===== config.mk =====
export PLATFORM = sky130hd
export DESIGN_NAME = alu_result_bcd
export DESIGN_NICKNAME = d
export VERILOG_FILES = /design/src/rtl/alu_pkg.sv /design/src/rtl/bcd_digit_adj.sv /design/src/rtl/alu_result_bcd.sv
export SDC_FILE = /design/constraint.sdc
export NUM_CORES = 1
export LEC_CHECK = 0
export CORE_UTILIZATION = 57
export CTS_BUF_LIST = sky130_fd_sc_hd__clkbuf_16
export CTS_CLUSTER_SIZE = 10
export DETAILED_ROUTE_END_ITERATION = 8
export PLACE_DENSITY_LB_ADDON = 0.3
export SLEW_MARGIN = 30
export SYNTH_ARGS = -nofsm -noshare
export SYNTH_HDL_FRONTEND = slang
export SYNTH_SLANG_ARGS = --single-unit

===== constraint.sdc =====
create_clock -name clk -period 5.43 [get_ports clk]
set_input_delay 1.086 -clock clk [delete_from_list [all_inputs] [get_ports clk]]
set_output_delay 1.086 -clock clk [all_outputs]
set_load 0.02 [all_outputs]

===== src/rtl/alu_pkg.sv =====
// rtl/alu_pkg.sv - shared types and constants for the ALU result BCD converter
package alu_pkg;

    typedef enum logic [1:0] {
        IDLE = 2'd0,
        CONV = 2'd1,
        DONE = 2'd2
    } bcd_state_t;

    localparam logic [3:0] BCD_ERR_NIBBLE = 4'hF;

    // Smallest digit count d with 10^d > 2^(2*w).
    function automatic int digits_for(input int w);
        longint lim;
        longint p;
        int     d;
        lim = longint'(1) << (2 * w);
        p   = 1;
        d   = 0;
        for (int i = 0; i < 20; i++) begin
            if (p <= lim) begin
                p = p * 10;
                d = d + 1;
            end
        end
        return d;
    endfunction

endpackage


===== src/rtl/bcd_digit_adj.sv =====
// rtl/bcd_digit_adj.sv - double-dabble add-3 adjust for one BCD nibble
module bcd_digit_adj (
    input  logic [3:0] i_nibble,
    output logic [3:0] o_nibble
);

    assign o_nibble = (i_nibble >= 4'd5) ? i_nibble + 4'd3 : i_nibble;

endmodule


===== src/rtl/alu_result_bcd.sv =====
// rtl/alu_result_bcd.sv - sequential binary-to-BCD converter for ALU results
module alu_result_bcd
    import alu_pkg::*;
#(
    parameter int width  = 6,
    parameter int digits = 4
) (
    input  logic                  clk,
    input  logic                  rst,
    input  logic                  in_valid,
    output logic                  in_ready,
    input  logic [2*width-1:0]    bin,
    input  logic                  ovf_in,
    output logic                  out_valid,
    input  logic                  out_ready,
    output logic [4*digits-1:0]   bcd,
    output logic                  ovf_out,
    output logic                  busy
);

    localparam int BW = 2 * width;
    localparam int AW = 4 * digits;
    localparam int CW = $clog2(2 * width + 1);

    if (digits < digits_for(width)) begin : g_digits_check
        $error("alu_result_bcd: digits too small for 2*width-bit result");
    end

    bcd_state_t     r_state;
    bcd_state_t     w_next;
    logic [BW-1:0]  r_shift;
    logic [AW-1:0]  r_acc;
    logic [AW-1:0]  r_bcd;
    logic [CW-1:0]  r_cnt;
    logic           r_ovf;
    logic [AW-1:0]  w_adj;
    logic [AW-1:0]  w_acc_shift;

    for (genvar g = 0; g < digits; g++) begin : g_adj
        bcd_digit_adj u_adj (
            .i_nibble (r_acc[4*g +: 4]),
            .o_nibble (w_adj[4*g +: 4])
        );
    end

    // Adjusted accumulator shifted left, taking the next binary bit from the top of r_shift.
    assign w_acc_shift = {w_adj[AW-2:0], r_shift[BW-1]};

    always_ff @(posedge clk or posedge rst) begin
        if (rst) begin
            r_state <= IDLE;
        end else begin
            r_state <= w_next;
        end
    end

    always_comb begin
        w_next = r_state;
        case (r_state)
            IDLE:    if (in_valid) w_next = ovf_in ? DONE : CONV;
            CONV:    if (r_cnt == CW'(1)) w_next = DONE;
            DONE:    if (out_ready) w_next = IDLE;
            default: w_next = IDLE;
        endcase
    end

    always_comb begin
        in_ready  = (r_state == IDLE) && !rst;
        out_valid = (r_state == DONE);
        busy      = (r_state == CONV);
    end

    always_ff @(posedge clk or posedge rst) begin
        if (rst) begin
            r_shift <= '0;
            r_acc   <= '0;
            r_bcd   <= '0;
            r_cnt   <= '0;
            r_ovf   <= 1'b0;
        end else begin
            case (r_state)
                IDLE: begin
                    if (in_valid) begin
                        r_shift <= bin;
                        r_acc   <= '0;
                        r_cnt   <= CW'(BW);
                        r_ovf   <= ovf_in;
                        if (ovf_in) r_bcd <= {digits{BCD_ERR_NIBBLE}};
                    end
                end
                CONV: begin
                    r_acc   <= w_acc_shift;
                    r_shift <= r_shift << 1;
                    r_cnt   <= r_cnt - CW'(1);
                    if (r_cnt == CW'(1)) r_bcd <= w_acc_shift;
                end
                default: ;
            endcase
        end
    end

    assign bcd     = r_bcd;
    assign ovf_out = r_ovf;

endmodule

==> flow_metrics.tcl, run 1 <==
set metrics [dict create \
    status "finished clean" \
    grtUsageTotal_pct 24.1 \
    synth_nets 263 \
    wl_per_cell_um 14.2 \
    setup-tns-final_ns 0 \
    grt_pass1_wl_um 7860 \
    hold_buffers 0 \
    via_per_inst 5.59 \
    r2r_slack_ns 3.34 \
    io_pins 37 \
    power_density_nw_per_um2 579 \
    synth-seq-area-share_pct 53.0 \
    drc 0 \
    clockBufferDepth 2 \
    rsz0062_at_grt "false" \
    use_met2_pct 40.8 \
    cp-end-kind "output pin" \
    synth-seq-cells 51 \
    drt_iter0_drc 140 \
    cts_resized 0 \
    rows 23 \
    start_util_pct 59.8 \
    synth_warnings 0 \
    place.gp.congestion 0.748 \
    clock-sinks 51 \
    drt_first_pass_iters 4 \
    die_y_um 67.0 \
    arrival_ns 2.35 \
    worstHoldStart "r_shift[5]$_DFFE_PP0P_" \
    multi_input_area_um2 1030 \
    fin_util_pct 72.9 \
    cp_num_buf_inv 2 \
    ys_top_cells_by_area "dfrtp_1, ha_1, a21oi_1, nand2_1, o22a_2" \
    cts_setup_buffers 0 \
    finalSetupViolCount 0 \
    timing.hold.ws_ns 0.482 \
    clk_pin_slew_worst_paths_ns 0.06 \
    critical-path-top-delay-family "buffers and inverters" \
    reg2reg_to "bcd[4]$_DFFE_PP0P_" \
    min_period_over_period_pct 63.2 \
    vias 1804 \
    critical_path.cell_chain "clkdlybuf4s50_1 > nor3_1 > clkdlybuf4s50_1" \
    synth_cells 236 \
    hold_class "flip-flop to flip-flop" \
    synth_area_um2 2410 \
    ff2ff_path_depth 6 \
    synth_cell_types 33 \
    critical_path.max_stage_delay_ns 0.64 \
    crit_slowest_cell "clkdlybuf4s50_1" \
    grt_pass1_vias 1749 \
    diodes 0 \
    hold_viol 0 \
    final_nets 299 \
    crit_top_cell "clkdlybuf4s50_1" \
    die-area_um2 4490 \
    cts_made_buffers 5 \
    area_delta_synth_final_pct 21.9 \
    core_um2 4030 \
    clock_latency_ns 0.29 \
    die_w_um 67.0 \
    cp.required_ns 4.34 \
    avgSynthCellArea_um2 10.2 \
    max_cap_viol_count 0 \
    fill_cells 310 \
    fin_skew_ns 0.00341 \
    busiest_layer "met2" \
    synth_top_area_share_pct 53.0 \
    port-buffer-count 36 \
    cts_tree "done" \
    cp_max_fo 2 \
    dp_hpwl_um 3010 \
    vdd_ir_drop_max_uv 303 \
    gr-total-overflow 0 \
    startpoint_type "input port" \
    crit_type "input port to output pin" \
    antenna_found_initial 0 \
    grt_max_degree 52 \
    reg2reg_from "r_cnt[1]$_DFFE_PP0P_" \
    global_route.usage.met3_pct 4.62 \
    drtAntennaViolNets 0 \
    fin_crit_ns 3.43 \
    worst_pin_slew_ns 0.845 \
    drive_gt1_share_pct 8.42 \
    yosys.area.top_type "dfrtp_1" \
    max_freq_mhz 291 \
    use_met1_pct 29.3 \
    drt_wl_total_um 4600 \
    regArea_um2 1280 \
    cts-htree-levels 2 \
    hold_path_end "r_shift[5]$_DFFE_PP0P_" \
    slew_headroom_pct 43.5 \
    holdPathStages 2 \
    finalMaxSlewViolations 0 \
    leakage_nw 1.27 \
    cts-root-buf "clkbuf_16" \
]
[power breakdown]
part	total, mW	switching, mW	internal [mW]
sequential	0.641	0.111	0.530
combinational	0.760	0.417	0.343
clock	0.299	0.133	0.166
total	1.70	0.661	1.04
[flip-flops by register name (all words and copies together), names as in the netlist]
signal	flops
bcd	16
ovf_out	1
r_acc	16
r_shift	12
r_cnt	4
r_state	2
[through the flow]
stage / area [µm²] / instances / total power, mW / setup slack [ns]
6_report: 2940 / 323 / 1.70 / 2.00
5_1_grt: 2940 / 323 / 1.83 / 1.96
4_1_cts: 2940 / 323 / 1.71 / 1.98
3_5_place_dp: 2800 / 315 / 1.41 / 2.02
3_3_place_gp: 2800 / 315 / 1.38 / 2.07
2_1_floorplan: 2410 / 236 / 1.18 / 2.80
[cells in the mapped netlist]
library cell / instances
or3b_2: 1
nor3b_1: 7
clkbuf_8: 1
clkbuf_2: 1
nor4_1: 1
a211oi_1: 2
nand3_1: 7
o2bb2ai_1: 4
clkbuf_1: 7
o31ai_1: 1
clkinv_1: 1
nand2b_1: 5
and3_1: 1
nor3_1: 5
a211oi_4: 1
or3b_4: 1
a21o_2: 1
o22a_2: 9
nand2_1: 25
nor2b_1: 1
ha_1: 10
o21ai_0: 12
o22ai_1: 6
a21o_1: 4
inv_1: 12
buf_6: 1
nor3b_2: 1
mux2i_1: 4
dfrtp_1: 51
a21oi_1: 20
a22oi_1: 5
xnor2_1: 5
nor2_1: 23
[routing by layer]
metal,up-vias,share of wire [%]
li1,899,-
met1,857,46
met2,40,49
met3,8,3.3
met4,0,1.7
met5,-,0
[logic make-up after synthesis]
logic type,count (synthesis),share of synthesized area (%)
simple gates,78,15.6
compound gates,65,18.3
flops,51,53.0
buf+inv,23,4.37
fa+ha+maj,10,5.20
xor+xnor,5,1.82
mux,4,1.66
[worst max-delay path by stage]
stage                     from        to  slack (ns)  depth (start not counted)
after floorplan            rst  in_ready        2.80                          1
after global placement     rst  in_ready        2.07                          3
after detailed placement   rst  in_ready        2.02                          3
after CTS                  rst  in_ready        1.98                          3
after global routing       rst  in_ready        1.96                          3
final                      rst  in_ready        2.00                          3
[cells in the final DEF, fill, tap and decap left out, types with 5 or more instances in the layout]
master / n
o21ai_0: 12
clkdlybuf4s50_1: 36
nand2b_1: 5
dfrtp_1: 51
a22oi_1: 5
nand2_1: 25
nand3_1: 7
xnor2_1: 5
nor3_1: 5
nor2_1: 23
inv_1: 12
o22ai_1: 6
o22a_2: 9
clkbuf_16: 5
nor3b_1: 7
a21oi_1: 20
ha_1: 10
[worst register-to-register path: cells and delay by family (launching register included)]
| kind | cells | cell delay, ns |
|---|---|---|
| flip-flops | 1 | 0.39 |
| AND/OR/NAND/NOR | 2 | 0.49 |
| buffers and inverters | 1 | 0.08 |
| AO/OA/AOI/OAI | 2 | 0.91 |
| adder cells (fa/ha/maj) | 1 | 0.13 |
[cell type report]
type	count	share of cell area (%)
Clock buffer	5	4.26
Clock inverter	3	0.384
Inverter	13	1.75
Multi-Input combinational cell	162	35.0
Sequential cell	51	43.5
Tap cell	50	2.13
Timing Repair Buffer	39	13.0
No activity file was read; power rests on OpenSTA's default activity.
==> run 2: changes to the inputs <==
Settings changed: CORE_UTILIZATION 57 to 53.
Clock period 5.43 ns to 3.49 ns, I/O delays scaled along.
==> run 2 against run 1 <==
- via count is 2.0% higher
- count of clock-buffer cells in the layout stayed put
- highest routed layer unchanged
- utilization is 5.1 points lower
- largest power group unchanged
- clock power is 61% higher
- register-to-register slack worse by 1.9 ns
- sequential cell count stayed put
- clock skew is 0.0022 ns higher
- non-clock buffer count is 1 higher
- combinational power is 57% higher
- sequential power is 56% higher
- sequential share of layout area is 0.24 points lower
==> flow_metrics.tcl, run 2 (synthesis gave the netlist of run 1 again) <==
set metrics [dict create \
    status "finished clean" \
    clock-sinks 51 \
    startpoint_type "input port" \
    vias 1840 \
    crit_slowest_cell "clkdlybuf4s50_1" \
    slew_headroom_pct 43.5 \
    hold_buffers 0 \
    io_pins 37 \
    drive_gt1_share_pct 9.85 \
    critical_path.cell_chain "clkdlybuf4s50_1 > nor3_1 > clkdlybuf4s50_1" \
    clockBufferDepth 2 \
    drt_wl_total_um 4720 \
    worst_pin_slew_ns 0.845 \
    finalMaxSlewViolations 0 \
    drt_iter0_drc 128 \
    mostFrequentLayoutCells "dfrtp_1, clkdlybuf4s50_1, nand2_1, nor2_1, a21oi_1" \
    total_power_mw 2.67 \
    cts_made_buffers 5 \
    cts-root-buf "clkbuf_16" \
    start_util_pct 55.3 \
    drc 0 \
    gr-total-overflow 0 \
    place.gp.congestion 0.792 \
    cp.required_ns 2.79 \
    dp_hpwl_um 3180 \
    drtAntennaViolNets 0 \
    fin_crit_ns 2.59 \
    grt_pass1_vias 1895 \
    min_period_over_period_pct 74.3 \
    max_freq_mhz 386 \
    cp_max_fo 2 \
    clock_latency_ns 0.29 \
    die-area_um2 4820 \
    arrival_ns 1.89 \
    final_nets 300 \
    hold_viol 0 \
    grt_max_degree 30 \
    crit_type "input port to output pin" \
    grtUsageTotal_pct 22.3 \
    crit_top_cell "clkdlybuf4s50_1" \
    die_y_um 69.4 \
    die_w_um 69.4 \
    hold_class "flip-flop to flip-flop" \
    grt_pass1_wl_um 8420 \
    core_um2 4350 \
    rsz0062_at_grt "false" \
    cts-htree-levels 2 \
    wl_per_cell_um 14.5 \
    cts_setup_buffers 0 \
    power_density_nw_per_um2 905 \
    clk_pin_slew_worst_paths_ns 0.07 \
    vdd_ir_drop_max_uv 397 \
    via_per_inst 5.64 \
    leakage_nw 1.27 \
    port-buffer-count 36 \
    layout_commonest_cell "dfrtp_1" \
    fin_skew_ns 0.00558 \
    cts_tree "done" \
    rows 24 \
    cp-end-kind "output pin" \
    drt_first_pass_iters 4 \
    critical_path.max_stage_delay_ns 0.63 \
    setup-tns-final_ns 0 \
    finalSetupViolCount 0 \
    diodes 0 \
    max_cap_viol_count 0 \
    cts_resized 0 \
    area_delta_synth_final_pct 22.6 \
    antenna_found_initial 0 \
]
[run 2: final timing paths]
check | start | end | slack, ns | cells after the start
min in group asynchronous | rst | r_state[1]$_DFFE_PP0P_ | 0.79 | 2
max in group asynchronous | rst | bcd[1]$_DFFE_PP0P_ | 1.95 | 3
min reg2reg | r_shift[1]$_DFFE_PP0P_ | r_shift[1]$_DFFE_PP0P_ | 0.48 | 2
max | rst | in_ready | 0.90 | 3
max reg2reg | r_cnt[1]$_DFFE_PP0P_ | bcd[3]$_DFFE_PP0P_ | 1.41 | 6
min | r_shift[1]$_DFFE_PP0P_ | r_shift[1]$_DFFE_PP0P_ | 0.48 | 2
[run 2: critical path: cells and delay by family]
| kind | cells | cell delay, ns |
|---|---|---|
| AND/OR/NAND/NOR | 1 | 0.14 |
| buffers and inverters | 2 | 1.06 |
[run 2: layout make-up]
cell class / instances / area, µm²
Tap cell: 52 / 65.1
Multi-Input combinational cell: 162 / 1030
Clock buffer: 5 / 125
Sequential cell: 51 / 1280
Fill cell: 358 / 1400
Timing Repair Buffer: 40 / 390
Clock inverter: 3 / 20.0
Inverter: 13 / 48.8
[run 2: routing by layer]
layer,GRT usage (%),share of wire (%),vias up
li1,-,-,895
met1,27.8,46,895
met2,37.5,49,43
met3,5.67,3.8,7
met4,8.16,1.6,0
met5,0,0,-
[run 2: through the flow]
| stage | cell area, µm² | utilization, % | hold WS, ns | cells | setup WS [ns] |
|---|---|---|---|---|---|
| floorplan | 2410 | - | 0.447 | 236 | 1.56 |
| global placement | 2810 | 64.5 | 0.463 | 318 | 0.910 |
| detailed placement | 2810 | 64.5 | 0.466 | 318 | 0.895 |
| CTS | 2950 | 67.8 | 0.485 | 326 | 0.894 |
| global route | 2950 | 67.8 | 0.504 | 326 | 0.844 |
| finish | 2950 | 67.8 | 0.484 | 326 | 0.898 |
[run 2: report_power, final]
group	total (mW)	switching, mW	leakage, nW	internal, mW
Combinational	1.19	0.653	0.608	0.535
Sequential	1.00	0.179	0.597	0.825
Clock	0.480	0.215	0.0658	0.264
==> run 3: changes to the inputs <==
Clock period 3.49 ns to 2.6 ns, I/O delays scaled along.
==> run 3 against run 2 <==
- sequential cell count stayed put
- sequential power is 35% higher
- worst setup slack worse by 0.52 ns
- first-iteration DRC count is 48% lower
- routed wire length is 0.25% lower
- non-clock buffer count is 2 higher
- count of clock-buffer cells in the layout stayed put
- hold slack worse by 0.0093 ns
- register-to-register slack worse by 0.70 ns
- combinational power is 36% higher
- highest routed layer unchanged
==> flow_metrics.tcl, run 3 (synthesis gave the netlist of run 1 again) <==
set metrics [dict create \
    grt_pass1_vias 1803 \
    vdd_ir_drop_max_uv 575 \
    arrival_ns 1.70 \
    die-area_um2 4820 \
    timing.hold.ws_ns 0.475 \
    dp_hpwl_um 3290 \
    drt_first_pass_iters 4 \
    startpoint_type "input port" \
    power_density_nw_per_um2 1210 \
    layout_commonest_cell "dfrtp_1" \
    critical_path.max_stage_delay_ns 0.62 \
    setup-tns-final_ns 0 \
    final_nets 302 \
    clock_latency_ns 0.29 \
    hold_class "flip-flop to flip-flop" \
    cp_max_fo 2 \
    fin_skew_ns 0.00520 \
    place_area_um2 2830 \
    reg2reg_from "r_cnt[1]$_DFFE_PP0P_" \
    finalMaxSlewViolations 0 \
    io_pins 37 \
    clk_pin_slew_worst_paths_ns 0.06 \
    crit_top_cell "clkdlybuf4s50_1" \
    cts_resized 0 \
    vias 1825 \
    antenna_found_initial 0 \
    crit_slowest_cell "clkdlybuf4s50_1" \
    ff2ff_path_depth 7 \
    drtAntennaViolNets 0 \
    die_y_um 69.4 \
    setup_ws_ns 0.376 \
    cts-root-buf "clkbuf_16" \
    rows 24 \
    wl_per_cell_um 14.3 \
    fin_crit_ns 2.22 \
    dp_worst_setup_slack_ns 0.366 \
    drt_wl_total_um 4700 \
    hold_buffers 0 \
    max_cap_viol_count 0 \
    critical_path.cell_chain "clkdlybuf4s50_1 > nor3_1 > clkdlybuf4s50_1" \
    clockBufferDepth 2 \
    hold_path_end "r_shift[5]$_DFFE_PP0P_" \
    via_per_inst 5.56 \
    start_util_pct 55.3 \
    hold_viol 0 \
    worst_pin_slew_ns 0.556 \
    cts-htree-levels 2 \
    clock-sinks 51 \
    cts_setup_buffers 0 \
    drt_iter0_drc 66 \
    worstHoldStart "r_shift[5]$_DFFE_PP0P_" \
    core_um2 4350 \
    area_delta_synth_final_pct 23.5 \
    slew_headroom_pct 62.9 \
    holdPathStages 2 \
    placedCellCount 320 \
    status "finished clean" \
    crit_type "input port to output pin" \
    finalSetupViolCount 0 \
    port-buffer-count 36 \
    place.gp.congestion 0.813 \
    grtUsageTotal_pct 22.2 \
    cts_tree "done" \
    cp-end-kind "output pin" \
    gr-total-overflow 0 \
    total_power_mw 3.59 \
    diodes 0 \
    final_cell_count_no_fill 328 \
    min_period_over_period_pct 85.5 \
    rsz0062_at_grt "false" \
    cts_made_buffers 5 \
    leakage_nw 1.29 \
    fill_cells 354 \
    max_freq_mhz 450 \
    reg2reg_to "bcd[8]$_DFFE_PP0P_" \
    r2r_slack_ns 0.71 \
    drive_gt1_share_pct 10.5 \
    cp.required_ns 2.08 \
    drc 0 \
    fin_util_pct 68.3 \
    grt_pass1_wl_um 8270 \
    grt_max_degree 30 \
    final_cell_area_um2 2970 \
    mostFrequentLayoutCells "dfrtp_1, clkdlybuf4s50_1, nand2_1, nor2_1, a21oi_1" \
    die_w_um 69.4 \
]
-- run 3: routing by layer --
layer | vias up | global-route usage, % | part of all wire (%)
met5 | - | 0 | 0
met1 | 886 | 27.9 | 46
li1 | 898 | - | -
met4 | 0 | 7.71 | 1.4
met3 | 6 | 5.52 | 3.3
met2 | 35 | 37.4 | 50
-- run 3: final cells by class --
cell class                      count  area, µm²  share of cell area [%]
Tap cell                           52       65.1                    2.19
Clock inverter                      3       15.0                   0.505
Multi-Input combinational cell    162       1030                    34.5
Timing Repair Buffer               42        418                    14.1
Sequential cell                    51       1280                    42.9
Inverter                           13       48.8                    1.64
Clock buffer                        5        125                    4.21
-- run 3: worst max path at each step --
stage	to	startpoint	slack, ns
2_1_floorplan	bcd[0]$_DFFE_PP0P_	rst	0.85
3_3_place_gp	in_ready	rst	0.37
3_5_place_dp	in_ready	rst	0.37
4_1_cts	in_ready	rst	0.37
5_1_grt	in_ready	rst	0.32
6_report	in_ready	rst	0.38
-- run 3: worst max-delay path: cells and delay by family --
kind                   cells  cell delay [ns]
buffers and inverters      2             1.05
AND/OR/NAND/NOR            1             0.13
-- run 3: power breakdown --
| part | total, mW | switching (mW) | internal, mW | leakage, nW |
|---|---|---|---|---|
| Sequential | 1.35 | 0.237 | 1.11 | 0.597 |
| Combinational | 1.62 | 0.876 | 0.745 | 0.621 |
| Clock | 0.627 | 0.276 | 0.351 | 0.0733 |
| Total | 3.59 | 1.39 | 2.20 | 1.29 |
